## src/rtl/spi_router_pkg.sv

```systemverilog
// rtl/spi_router_pkg.sv - shared types, constants and helpers for the SPI chip-select router
//
// Contents:
//   state_t     : IDLE / ACTIVE / GUARD frame state
//   CNT_W       : width of the frame and bit counters
//   lowest_set  : index of the lowest set bit of a 16-bit vector (0 when none)
package spi_router_pkg;

   typedef enum logic [1:0] {
      IDLE   = 2'd0,
      ACTIVE = 2'd1,
      GUARD  = 2'd2
   } state_t;

   localparam int CNT_W = 16;

   // Scans downward so the last hit, i.e. the lowest index, wins.
   function automatic int lowest_set(input logic [15:0] v);
      int r;
      r = 0;
      for (int i = 15; i >= 0; i--) begin
         if (v[i]) r = i;
      end
      return r;
   endfunction

endpackage

```

## src/rtl/spi_sync2.sv

```systemverilog
// rtl/spi_sync2.sv - parametrised-width two-flop synchroniser, resets to all ones
//
// Ports:
//   clk : system clock
//   rst : synchronous active-high reset (flops go to 1)
//   d   : asynchronous input bus, W bits
//   q   : synchronised output bus, W bits
module spi_sync2 #(
   parameter int W = 1
) (
   input  logic         clk,
   input  logic         rst,
   input  logic [W-1:0] d,
   output logic [W-1:0] q
);

   logic [W-1:0] meta;

   // Reset value 1 keeps active-low selects deasserted and an idle-high line quiet.
   always_ff @(posedge clk) begin
      if (rst) begin
         meta <= '1;
         q    <= '1;
      end else begin
         meta <= d;
         q    <= meta;
      end
   end

endmodule

```

## src/rtl/spi_cs_router.sv

```systemverilog
// rtl/spi_cs_router.sv - SPI chip-select router, frame arbiter and MISO multiplexer
//
// Routes one host SPI port to NCH slaves. The lowest selected channel is granted
// and locked for a whole frame; SCLK/MOSI reach only the granted slave and its MISO
// is returned with a drive enable. A guard gap follows every frame.
// Optional feature macro: SPI_CS_ROUTER_BITCNT_EN (SCLK bit counting, last_bits, len_err).
//
// Ports:
//   clk, rst            : system clock, synchronous active-high reset
//   spi_sclk, spi_mosi  : host clock and data in
//   spi_cs_n [NCH]      : host per-channel selects, active-low, asynchronous
//   spi_miso_o/oe       : MISO toward IOBUF and its drive enable
//   ch_sclk/ch_mosi     : gated per-channel clock and data
//   ch_cs_n [NCH]       : registered per-channel select, active-low
//   ch_miso [NCH]       : per-channel slave MISO
//   busy, grant         : frame in progress / guard, granted channel index
//   collision, len_err  : sticky flags, cleared by clr_flags
//   frames, last_bits   : completed frame count, bit count of the last frame
module spi_cs_router
   import spi_router_pkg::*;
#(
   parameter int NCH          = 4,
   parameter int GUARD_CYCLES = 4,
   parameter int CPOL         = 0,
   localparam int GW          = (NCH > 1) ? $clog2(NCH) : 1
) (
   input  logic             clk,
   input  logic             rst,
   input  logic             spi_sclk,
   input  logic             spi_mosi,
   input  logic [NCH-1:0]   spi_cs_n,
   output logic             spi_miso_o,
   output logic             spi_miso_oe,
   output logic [NCH-1:0]   ch_sclk,
   output logic [NCH-1:0]   ch_mosi,
   output logic [NCH-1:0]   ch_cs_n,
   input  logic [NCH-1:0]   ch_miso,
   output logic             busy,
   output logic [GW-1:0]    grant,
   output logic             collision,
   output logic             len_err,
   output logic [CNT_W-1:0] frames,
   output logic [CNT_W-1:0] last_bits,
   input  logic             clr_flags
);

   state_t           state;
   logic [NCH-1:0]   cs_s;
   logic [NCH-1:0]   low_vec;
   logic [NCH-1:0]   grant_mask;
   logic [GW-1:0]    first_low;
   logic             multi_low;
   logic             end_frame;
   logic             coll_set;
   logic [7:0]       guard_cnt;
   logic [CNT_W-1:0] frames_q;

   spi_sync2 #(.W(NCH)) u_cs_sync (
      .clk (clk),
      .rst (rst),
      .d   (spi_cs_n),
      .q   (cs_s)
   );

   assign low_vec    = ~cs_s;
   assign grant_mask = NCH'(1) << grant;
   assign first_low  = GW'(lowest_set(16'(low_vec)));
   // Clearing the lowest set bit leaves something only if two or more were set.
   assign multi_low  = (low_vec & (low_vec - NCH'(1))) != '0;
   assign end_frame  = (state == ACTIVE) && cs_s[grant];

   // A select that rises on the same cycle another falls is a clean handover,
   // so the in-frame check only applies while the granted select is still low.
   always_comb begin
      coll_set = 1'b0;
      if (state == IDLE && multi_low) coll_set = 1'b1;
      if (state == ACTIVE && !cs_s[grant] && ((low_vec & ~grant_mask) != '0)) coll_set = 1'b1;
   end

   always_ff @(posedge clk) begin
      if (rst) begin
         state     <= IDLE;
         grant     <= '0;
         guard_cnt <= '0;
         ch_cs_n   <= '1;
         frames_q  <= '0;
         collision <= 1'b0;
      end else begin
         case (state)
            IDLE: begin
               if (low_vec != '0) begin
                  state   <= ACTIVE;
                  grant   <= first_low;
                  ch_cs_n <= ~(NCH'(1) << first_low);
               end
            end
            ACTIVE: begin
               if (end_frame) begin
                  state     <= GUARD;
                  guard_cnt <= 8'(GUARD_CYCLES - 1);
                  ch_cs_n   <= '1;
                  frames_q  <= frames_q + 16'd1;
               end
            end
            GUARD: begin
               if (guard_cnt == 8'd0) state <= IDLE;
               else                   guard_cnt <= guard_cnt - 8'd1;
            end
            default: begin
               state   <= IDLE;
               ch_cs_n <= '1;
            end
         endcase

         if (coll_set)       collision <= 1'b1;
         else if (clr_flags) collision <= 1'b0;
      end
   end

   assign frames = frames_q;
   assign busy   = (state != IDLE);

   always_comb begin
      ch_sclk = {NCH{1'(CPOL)}};
      ch_mosi = '0;
      for (int i = 0; i < NCH; i++) begin
         if (state == ACTIVE && grant == GW'(i)) begin
            ch_sclk[i] = spi_sclk;
            ch_mosi[i] = spi_mosi;
         end
      end
   end

   assign spi_miso_o  = (state == ACTIVE) ? ch_miso[grant] : 1'b0;
   assign spi_miso_oe = (state == ACTIVE);

`ifdef SPI_CS_ROUTER_BITCNT_EN
   logic             sclk_s;
   logic             sclk_prev;
   logic             sample_edge;
   logic [CNT_W-1:0] bit_cnt;
   logic [CNT_W-1:0] last_bits_q;
   logic             len_err_q;

   spi_sync2 #(.W(1)) u_sclk_sync (
      .clk (clk),
      .rst (rst),
      .d   (spi_sclk),
      .q   (sclk_s)
   );

   // Sampling edge is the first edge away from the idle level.
   assign sample_edge = (CPOL != 0) ? (~sclk_s & sclk_prev) : (sclk_s & ~sclk_prev);

   always_ff @(posedge clk) begin
      if (rst) begin
         sclk_prev   <= 1'b1;
         bit_cnt     <= '0;
         last_bits_q <= '0;
         len_err_q   <= 1'b0;
      end else begin
         sclk_prev <= sclk_s;
         if (end_frame) begin
            last_bits_q <= bit_cnt;
            bit_cnt     <= '0;
         end else if (state != ACTIVE) begin
            bit_cnt <= '0;
         end else if (sample_edge && bit_cnt != 16'hFFFF) begin
            bit_cnt <= bit_cnt + 16'd1;
         end

         if (end_frame && bit_cnt[2:0] != 3'd0) len_err_q <= 1'b1;
         else if (clr_flags)                    len_err_q <= 1'b0;
      end
   end

   assign last_bits = last_bits_q;
   assign len_err   = len_err_q;
`else
   assign last_bits = '0;
   assign len_err   = 1'b0;
`endif

endmodule
```

## config.mk

```make
export PLATFORM = sky130hd
export DESIGN_NAME = spi_cs_router
export DESIGN_NICKNAME = d
export VERILOG_FILES = /design/src/rtl/spi_router_pkg.sv /design/src/rtl/spi_sync2.sv /design/src/rtl/spi_cs_router.sv
export SDC_FILE = /design/constraint.sdc
export NUM_CORES = 1
export LEC_CHECK = 0
export ABC_CLOCK_PERIOD_IN_PS = 2000
export CAP_MARGIN = 20
export CORE_UTILIZATION = 43
export CTS_CLUSTER_SIZE = 10
export DETAILED_ROUTE_END_ITERATION = 7
export PLACE_DENSITY = 0.77
export REMOVE_ABC_BUFFERS = 1
export SLEW_MARGIN = 20
export SYNTH_ARGS = -nofsm -noshare
export SYNTH_HDL_FRONTEND = slang
export SYNTH_HIERARCHICAL = 1
export SYNTH_SLANG_ARGS = --single-unit
```

## constraint.sdc

```tcl
create_clock -name clk -period 2 [get_ports clk]
set_clock_uncertainty 0.15 [all_clocks]
set_input_delay 0.4 -clock clk [delete_from_list [all_inputs] [get_ports clk]]
set_output_delay 0.4 -clock clk [all_outputs]
set_load 0.005 [all_outputs]
```

# Yosys cells after proc, flatten, opt, wreduce, memory -nomap -nowiden
# Cells that the tools add are included.
op_classes:
  n_addsub: 3
  magnitude_cmp: 1
  n_eq_ne: 9
  shift: 2
  mux: 31
  bitwise_logic: 6
  n_reduce_logical: 23
op_table:
  columns: ["cell", "count"]
  rows:
  - ["adder 16 x 1 -> 16 bit (second input constant)", 1]
  - ["2-to-1 mux 8 bit", 2]
  - ["case mux 8 bit (2 select lines)", 1]
  - ["2-to-1 mux 1 bit", 15]
  - ["2-to-1 mux 2 bit", 7]
  - ["inverter 4 bit", 3]
  - ["case mux 4 bit (3 select lines)", 1]
  - ["nonzero test 4 bit", 3]
  - ["AND reduction 3 bit", 3]
  - ["bitwise AND 4 bit", 2]
  - ["logical AND 1 bit", 8]
  - ["zero test 8 bit", 1]
  - ["2-to-1 mux 4 bit", 2]
  - ["left shift 1 x 2 -> 4 bit (first input constant)", 2]
  - ["subtractor 8 x 1 -> 8 bit (second input constant)", 1]
  - ["== test 2 bit (second input constant)", 3]
  - ["case mux 2 bit (3 select lines)", 1]
  - ["nonzero test 2 bit", 3]
  - ["binary-select mux 1 bit (select 2 bit)", 2]
  - ["== test 2 x 1 -> 1 bit (second input constant)", 2]
  - ["zero test 2 bit", 2]
  - ["inequality test 2 x 1 -> 1 bit (second input constant)", 2]
  - ["inequality test 2 bit (second input constant)", 2]
  - ["AND reduction 2 bit", 2]
  - ["4 further kinds", 4]
word_totals:
  reg_bits: 41
  output_inout_bits: 51
  word_cells: 83

# Longest topological paths before layout
# Gate-level depths: netlist (run 1).
logic_depth:
  depth_word: 9
  ltp_mapped: 6
  ltp_nobuf: 5

# Modules after synthesis
# Netlist (run 1), hierarchy kept.
by_module_without_submodules:
  columns: ["mod", "instances", "cells_each", "area_each_um2", "seq_area_each_um2"]
  rows:
  - ["spi_cs_router", 1, 239, 1975.6, 660.6]
  - ["spi_sync2", 1, 16, 210.2, 160.2]

# Least setup slack after synthesis (run 1)
# No wires, ideal clock.
synth_path:
  kind: "register to register"
  from: "register grant[0]"
  to: "register guard_cnt[2]"
  setup_ns: 0.072
  arrival_ns: 1.656
  required_ns: 1.778
  slack_ns: 0.123
  path_stages_with_launch: 7
  path_buffers: 2
  synth_period_minus_slack_ns: 1.877
  path_cell_list: "dfxtp_1 -> buf_4 -> mux2_2 -> a221oi_1 -> buf_2 -> nand2_1 -> mux2i_1"
synth_between:
  elab_chain_cells: 5
synth_lines:
  columns: ["item", "line_no", "source"]
  rows:
  - ["start: declaration", "spi_cs_router.sv:39", "output logic [GW-1:0] grant,"]
  - ["start signal: assignment", "spi_cs_router.sv:93", "grant <= first_low;"]
  - ["binary-select mux 1 bit (select 2 bit)", "spi_cs_router.sv:70", "assign end_frame = (state == ACTIVE) && cs_s[grant];"]
  - ["2-to-1 mux 1 bit (implied by the code)", "spi_cs_router.sv:70", null]
  - ["logical AND 1 bit", "spi_cs_router.sv:70", null]
  - ["inequality test 2 x 1 -> 1 bit (no line)", null, null]
  - ["AND reduction 3 bit (no line)", null, null]
  - ["end signal: assignment", "spi_cs_router.sv:100", "guard_cnt <= 8'(GUARD_CYCLES - 1);"]
  - ["end signal: assignment", "spi_cs_router.sv:107", "else guard_cnt <= guard_cnt - 8'd1;"]
  - ["end: declaration", "spi_cs_router.sv:55", "logic [7:0] guard_cnt;"]
# No other way between the ends. The select of a mux whose other input is x is not followed.
# A chain may end at the register's enable or synchronous reset.

# Worst setup path after layout (run 1)
layout_path:
  from: "register grant[0]"
  to: "output spi_miso_o"
layout_between:
  elab_chain_cells: 3
layout_lines:
  columns: ["item", "line_no", "source"]
  rows:
  - ["binary-select mux 1 bit (select 2 bit)", "spi_cs_router.sv:134", "assign spi_miso_o = (state == ACTIVE) ? ch_miso[grant] : 1'b0;"]
  - ["2-to-1 mux 1 bit (implied by the code)", "spi_cs_router.sv:134", null]
  - ["2-to-1 mux 1 bit", "spi_cs_router.sv:134", null]
  - ["end: declaration", "spi_cs_router.sv:32", "output logic spi_miso_o,"]
# No other way between the ends. The select of a mux whose other input is x is not followed.

==> results of run 1 <==
==> per-stage QoR <==
step / hold slack (ps) / setup TNS (ps) / total power [W] / instance area [µm²]
final: 240 / 0 / 0.00195 / 2940
after global routing: 270 / -15.4 / 0.00206 / 2940
after CTS: 243 / -155 / 0.00196 / 2890
after detailed placement: 237 / -1310 / 0.00141 / 2770
after global placement: 238 / -1120 / 0.00140 / 2770
after floorplan: 233 / -1880 / 0.00120 / 2060
==> cell usage after synthesis, types with 2 or more instances <==
cell type | count | share of area
nand4_4 | 2 | 0.019
buf_2 | 5 | 0.011
and2_1 | 2 | 0.0057
or2_1 | 8 | 0.023
o211ai_1 | 3 | 0.010
mux4_2 | 2 | 0.021
nor3_1 | 3 | 0.0069
nand2_1 | 24 | 0.041
or4_1 | 5 | 0.017
or3_1 | 8 | 0.023
o22a_1 | 2 | 0.0080
a31oi_1 | 4 | 0.011
dfxtp_1 | 41 | 0.38
clkbuf_1 | 6 | 0.010
o21ai_0 | 10 | 0.023
mux2_2 | 2 | 0.010
a21o_1 | 2 | 0.0069
nand3_1 | 5 | 0.011
xor2_1 | 2 | 0.0080
mux2i_1 | 7 | 0.032
nand2b_1 | 11 | 0.031
o22ai_1 | 2 | 0.0057
nor2_1 | 16 | 0.027
ha_1 | 3 | 0.017
nand4_1 | 3 | 0.0086
inv_1 | 8 | 0.014
and4_1 | 2 | 0.0080
a211oi_1 | 4 | 0.014
buf_4 | 19 | 0.065
a21oi_1 | 19 | 0.044
o31ai_1 | 5 | 0.017
==> registers in the layout, indices dropped and copies added (netlist names) <==
signal / cells
ch_cs_n: 4
collision: 1
frames: 16
grant: 2
guard_cnt: 8
state: 2
u_cs_sync/meta: 4
u_cs_sync/q: 4
==> layout by cell type (no fill, tap or decap), types with 5 or more instances in the layout <==
cell              n
dfxtp_1          37
clkdlybuf4s50_1  31
nand2_1          23
buf_4            22
a21oi_1          17
conb_1           17
nor2_1           15
o21ai_0          10
nand2b_1          9
inv_1             8
or3_1             8
or2_1             8
mux2i_1           7
o31ai_1           5
nand3_1           5
clkbuf_8          5
clkbuf_2          5
==> area by class of cell <==
| class | instances | area (µm²) |
|---|---|---|
| well taps | 67 | 83.8 |
| repair buffers | 71 | 646 |
| clock inverters | 2 | 10.0 |
| inverters | 8 | 30.0 |
| fillers | 418 | 1880 |
| multi-input cells | 192 | 1260 |
| clock buffers | 6 | 72.6 |
| flip-flops and latches | 41 | 828 |
==> metal layers <==
metal / track usage / vias up / share of wire
met5: 0 / - / 0
met4: 0.0620 / 0 / 0.016
met3: 0.0494 / 7 / 0.050
met2: 0.317 / 51 / 0.49
met1: 0.230 / 916 / 0.44
li1: - / 1016 / -
==> power groups by stage <==
stage | combinational, W | clock, W | sequential [W]
after global placement | 0.000464 | 0 | 0.000934
after detailed placement | 0.000476 | 0 | 0.000938
after floorplan | 0.000260 | 0 | 0.000941
final | 0.000497 | 0.000532 | 0.000924
after global routing | 0.000550 | 0.000584 | 0.000930
after CTS | 0.000485 | 0.000549 | 0.000923
==> cells by family after synthesis <==
logic type / count (synthesis) / share of synthesized area
AOI/OAI and AO/OA: 63 / 0.188
buffers and inverters: 38 / 0.101
muxes: 11 / 0.0630
xor gates and xnor gates: 3 / 0.0120
other: 1 / 0.00172
DFF: 41 / 0.376
adders and majority gates: 3 / 0.0172
and+or+nand+nor: 95 / 0.242
==> how the worst max path moves through the flow <==
stage                           from                         to  slack (ps)  cells past startpoint
2_1_floorplan  grant[0]$_SDFFE_PP0P_  guard_cnt[2]$_SDFFE_PP0P_        -260                      4
3_5_place_dp              ch_miso[2]                 spi_miso_o        -410                      4
6_report       grant[0]$_SDFFE_PP0P_                 spi_miso_o          30                      3
4_1_cts                   ch_miso[2]                 spi_miso_o        -150                      4
3_3_place_gp              ch_miso[3]                 spi_miso_o        -390                      4
5_1_grt        grant[0]$_SDFFE_PP0P_                 spi_miso_o         -10                      3
==> timing repair <==
item,CTS,global route
buffers inserted,2,0
pin swaps,2,4
gates cloned,0,0
gates resized for setup,23,31
endpoints found under the setup margin,16,17
==> run metrics, run 1 <==
run status=finished, final reports clean; Synth-to-Final Area Change=34.3%; all-layer global routing usage=0.187; final setup fails=0; Pre-antenna DRT Iters=4; Switch Pwr=0.000575 W; clock slew at reported path FFs=80 ps; critical path required time=1450 ps; Final WS setup=26.6 ps; Leakage=1.18 nW; # Max-Cap Violations=0; switch share=0.294; vias in the first global route=1755; Die ar.=5370 µm²; Final Hold Viols=0; CTS tree=done; cts hold-fix bufs=0; Root Driver=clkbuf_8; FP Rows=25; Worst path max stage delay=490 ps; first-pass GRT wire length=7780 µm; Final period util=0.987; diode count=0; dominant synthesized flop cell=dfxtp_1; largest net degree at the start of global routing=24; crit path cell chain=mux4_2 > and2_4 > buf_6; die height=73.3 µm; Largest delay share family, worst path=multiplexers; critical path capture point type=output pin; WHS Endpoint=u_cs_sync/q[3]$_SDFF_PP1_; port bufs=46; Post-Synthesis Cells=255; DP Cell Count=377; post-DR vias/cell=5.14; dpl hpwl=3410 µm; CP Launch Type=flip-flop; Worst Hold Depth=1; master of the slowest instance on the critical path=mux4_2; layout cells sized above 1=0.191; CP max FO=2; Routability Congestion=0.852; per-cell routed wire length=12.5 µm; Clk Latency, worst-skew pair=300 ps; final core occ=0.609; #FFs+latches synth=41; WP data arrival=1420 ps; Worst R2R Setup Slack=50 ps; Post-Route WL=4850 µm; Final Net Count=335; Yosys cell types=51; Async SR Flop Fraction=0; pwr dens=665 nW/µm²; EDFF count, synth=0; Starting Density=0.454; pre-CTS setup slack=-407 ps; WP buf/inv=1; Slew Limit Fails=0; CP Class=flip-flop to output pin; Syn Area/Cell=8.57 µm²; io pins=64; P_int=0.00138 W; number of buffers created by CTS=5; DR vias=1990; register area share after synthesis=0.376; mapped cell area=2190 µm²; unrepaired setup endpoints after global routing=yes; CTS HTree Levels=2; R2R depth=5; HP Class=flip-flop to flip-flop; Max IR drop VDD=0.000443 V; DIE WIDTH=73.3 µm; Gate power share=0.255; Residual DRC=0; Core Box Area=4820 µm²; FF-to-FF End=frames[13]$_SDFFE_PP0P_; Max Root-Sink Buffers=2; clock power share=0.272; Max Clk Rate=507 MHz; DRT iter0 DRCs=93; HP Start=u_cs_sync/meta[3]$_SDFF_PP1_; Ys Warns=6; Worst R2R Start=grant[0]$_SDFFE_PP0P_; antenna violations before repair=0; Seq pwr share=0.473; min cycle time layout=1970 ps; non-filler cells in the finished layout=387; antenna-violating nets left=0; CTS Sinks=41; global route total overflow=0
Note: power is estimated with default switching activity, not from simulation.
==> run 2, diff against run 1 <==
CTS_CLUSTER_SIZE = default   (was 10)
GPL_TIMING_DRIVEN = 0   (was default)
==> run metrics, run 2 (synthesis results as in run 1) <==
Max IR drop VDD=0.000708 V (+60%); io pins=64 (unchanged); Synth-to-Final Area Change=32.1%; unrepaired setup endpoints after global routing=yes; DIE WIDTH=73.3 µm (unchanged); antenna violations before repair=0 (unchanged); DP Cell Count=355 (-5.8%); busiest grt layer=met2; dpl hpwl=3060 µm (-10%); all-layer global routing usage=0.183 (-0.00391); post-DR vias/cell=5.27 (+2.4%); WHS Endpoint=u_cs_sync/q[3]$_SDFF_PP1_; Final Net Count=324 (-3.3%); R2R depth=4 (-1); Switch Pwr=0.000593 W (+3.1%); non-filler cells in the finished layout=376 (-2.8%); Placed Area=2600 µm² (-6.2%); Max Root-Sink Buffers=2 (unchanged); Slew Limit Fails=0 (unchanged); Finished Cell Area=2890 µm² (-1.6%); diode count=0 (unchanged); critical path capture point type=output pin; Core Box Area=4820 µm² (unchanged); Die ar.=5370 µm² (unchanged); WP data arrival=1440 ps (+20 ps); Root Driver=clkbuf_8; clock power share=0.323 (+0.051); CP Class=flip-flop to output pin; critical path required time=1450 ps (about the same); Seq pwr share=0.456 (-0.017); Max Clk Rate=502 MHz (-1.0%); first-pass GRT wire length=7650 µm (-1.7%); Worst Max-Slew Pin Slew=671 ps; Starting Density=0.454 (unchanged); CTS tree=done; antenna-violating nets left=0 (unchanged); CTS HTree Levels=2 (unchanged); DR vias=1980 (-0.50%); grt met2 use=0.340 (+0.0226); FP Rows=25 (unchanged); Final Hold Viols=0 (unchanged); Worst R2R Setup Slack=20 ps (-30 ps); port bufs=46 (unchanged); Clk Latency, worst-skew pair=300 ps (about the same); Routability Congestion=0.742 (-13%); layout cells sized above 1=0.188 (-0.00292); pwr dens=719 nW/µm² (+8.1%); commonest non-fill, non-tap cell in the layout=dfxtp_1; max reg flops=16 (unchanged); Worst R2R Start=grant[0]$_SDFFE_PP0P_; Worst Hold Depth=1 (unchanged); global route total overflow=0 (unchanged); final setup fails=0 (unchanged); Gate power share=0.221 (-0.034); Final period util=0.997 (+0.0102); HP Class=flip-flop to flip-flop; per-cell routed wire length=12.8 µm (+2.4%); CP max FO=6 (+4); HP Start=u_cs_sync/meta[3]$_SDFF_PP1_; Pre-antenna DRT Iters=4 (unchanged); final core occ=0.599 (-0.00987); CP Launch Type=flip-flop; switch share=0.285 (-0.00909); die height=73.3 µm (unchanged); CTS Sinks=41 (unchanged); met1 usage in global routing=0.201 (-0.0285); number of buffers created by CTS=5 (unchanged); P_int=0.00148 W (+7.7%); min cycle time layout=1990 ps (+20.4 ps); slew margin rel.=0.552; run status=finished, final reports clean; # Max-Cap Violations=0 (unchanged); clock slew at reported path FFs=80 ps (about the same); commonest cells after routing, fill and taps aside=dfxtp_1, clkdlybuf4s50_1, nand2_1, a21oi_1, conb_1; FF-to-FF End=guard_cnt[1]$_SDFFE_PP0P_; Post-Route WL=4830 µm (-0.47%); met3 Resource Use GR=0.0412 (-0.00823); Leakage=1.12 nW (-5.2%); DRT iter0 DRCs=156 (+68%); Residual DRC=0 (unchanged); CP startpoint=grant[0]$_SDFFE_PP0P_; vias in the first global route=1791 (+2.1%); largest net degree at the start of global routing=37 (+54%)
## run 2: how the worst max path moves through the flow
stage                                      to  slack (ps)  cells after the start
global placement    guard_cnt[3]$_SDFFE_PP0P_       -1260                      4
finish                             spi_miso_o           6                      3
CTS                                ch_mosi[2]         -90                      6
floorplan           guard_cnt[2]$_SDFFE_PP0P_        -260                      4
global route        guard_cnt[1]$_SDFFE_PP0P_         -80                      4
detailed placement  guard_cnt[3]$_SDFFE_PP0P_        -590                      4
## run 2: repair_timing
action | 4_1_cts | 5_1_grt
pin swaps | 4 | 6
hold endpoints to repair | 0 | 0
endpoints found under the setup margin | 38 | 25
setup buffers | 8 | 5
gates resized for setup | 33 | 31
hold buffers | 0 | 0
## run 2: power groups by stage
stage               Clock (W)  Sequential, W  Combinational [W]
finish               0.000671       0.000947           0.000459
global placement            0       0.000955           0.000372
CTS                  0.000690       0.000937           0.000422
floorplan                   0       0.000941           0.000260
detailed placement          0       0.000956           0.000384
global route         0.000724       0.000955           0.000506
## run 2: worst max-delay path, stage by stage, from the launching register on
cell	delay, ps
dfxtp_4	400
mux4_2	500
and2_4	150
buf_6	100
## run 2: final cells by class
type	count	area, µm²
fill	431	1930
timing repair buffer	60	536
inverter	8	30.0
clock buffer	5	68.8
multi-input combinational	192	1290
sequential	41	836
tap	67	83.8
clock inverter	3	46.3
## run 2: stage by stage
step | setup TNS (ps) | worst slack (ps) | hold WS (ps) | power, W
floorplan | -1880 | -259 | 233 | 0.00120
global placement | -20450 | -1260 | 238 | 0.00133
detailed placement | -11920 | -595 | 239 | 0.00134
CTS | -276 | -94.6 | 256 | 0.00205
global route | -148 | -84.1 | 282 | 0.00218
finish | 0 | 6.20 | 255 | 0.00208
## run 2: metal layers
layer | share of wire | routed length (µm)
met4 | 0.013 | 63
met2 | 0.52 | 2500
met3 | 0.041 | 200
met1 | 0.43 | 2070
met5 | 0 | 0
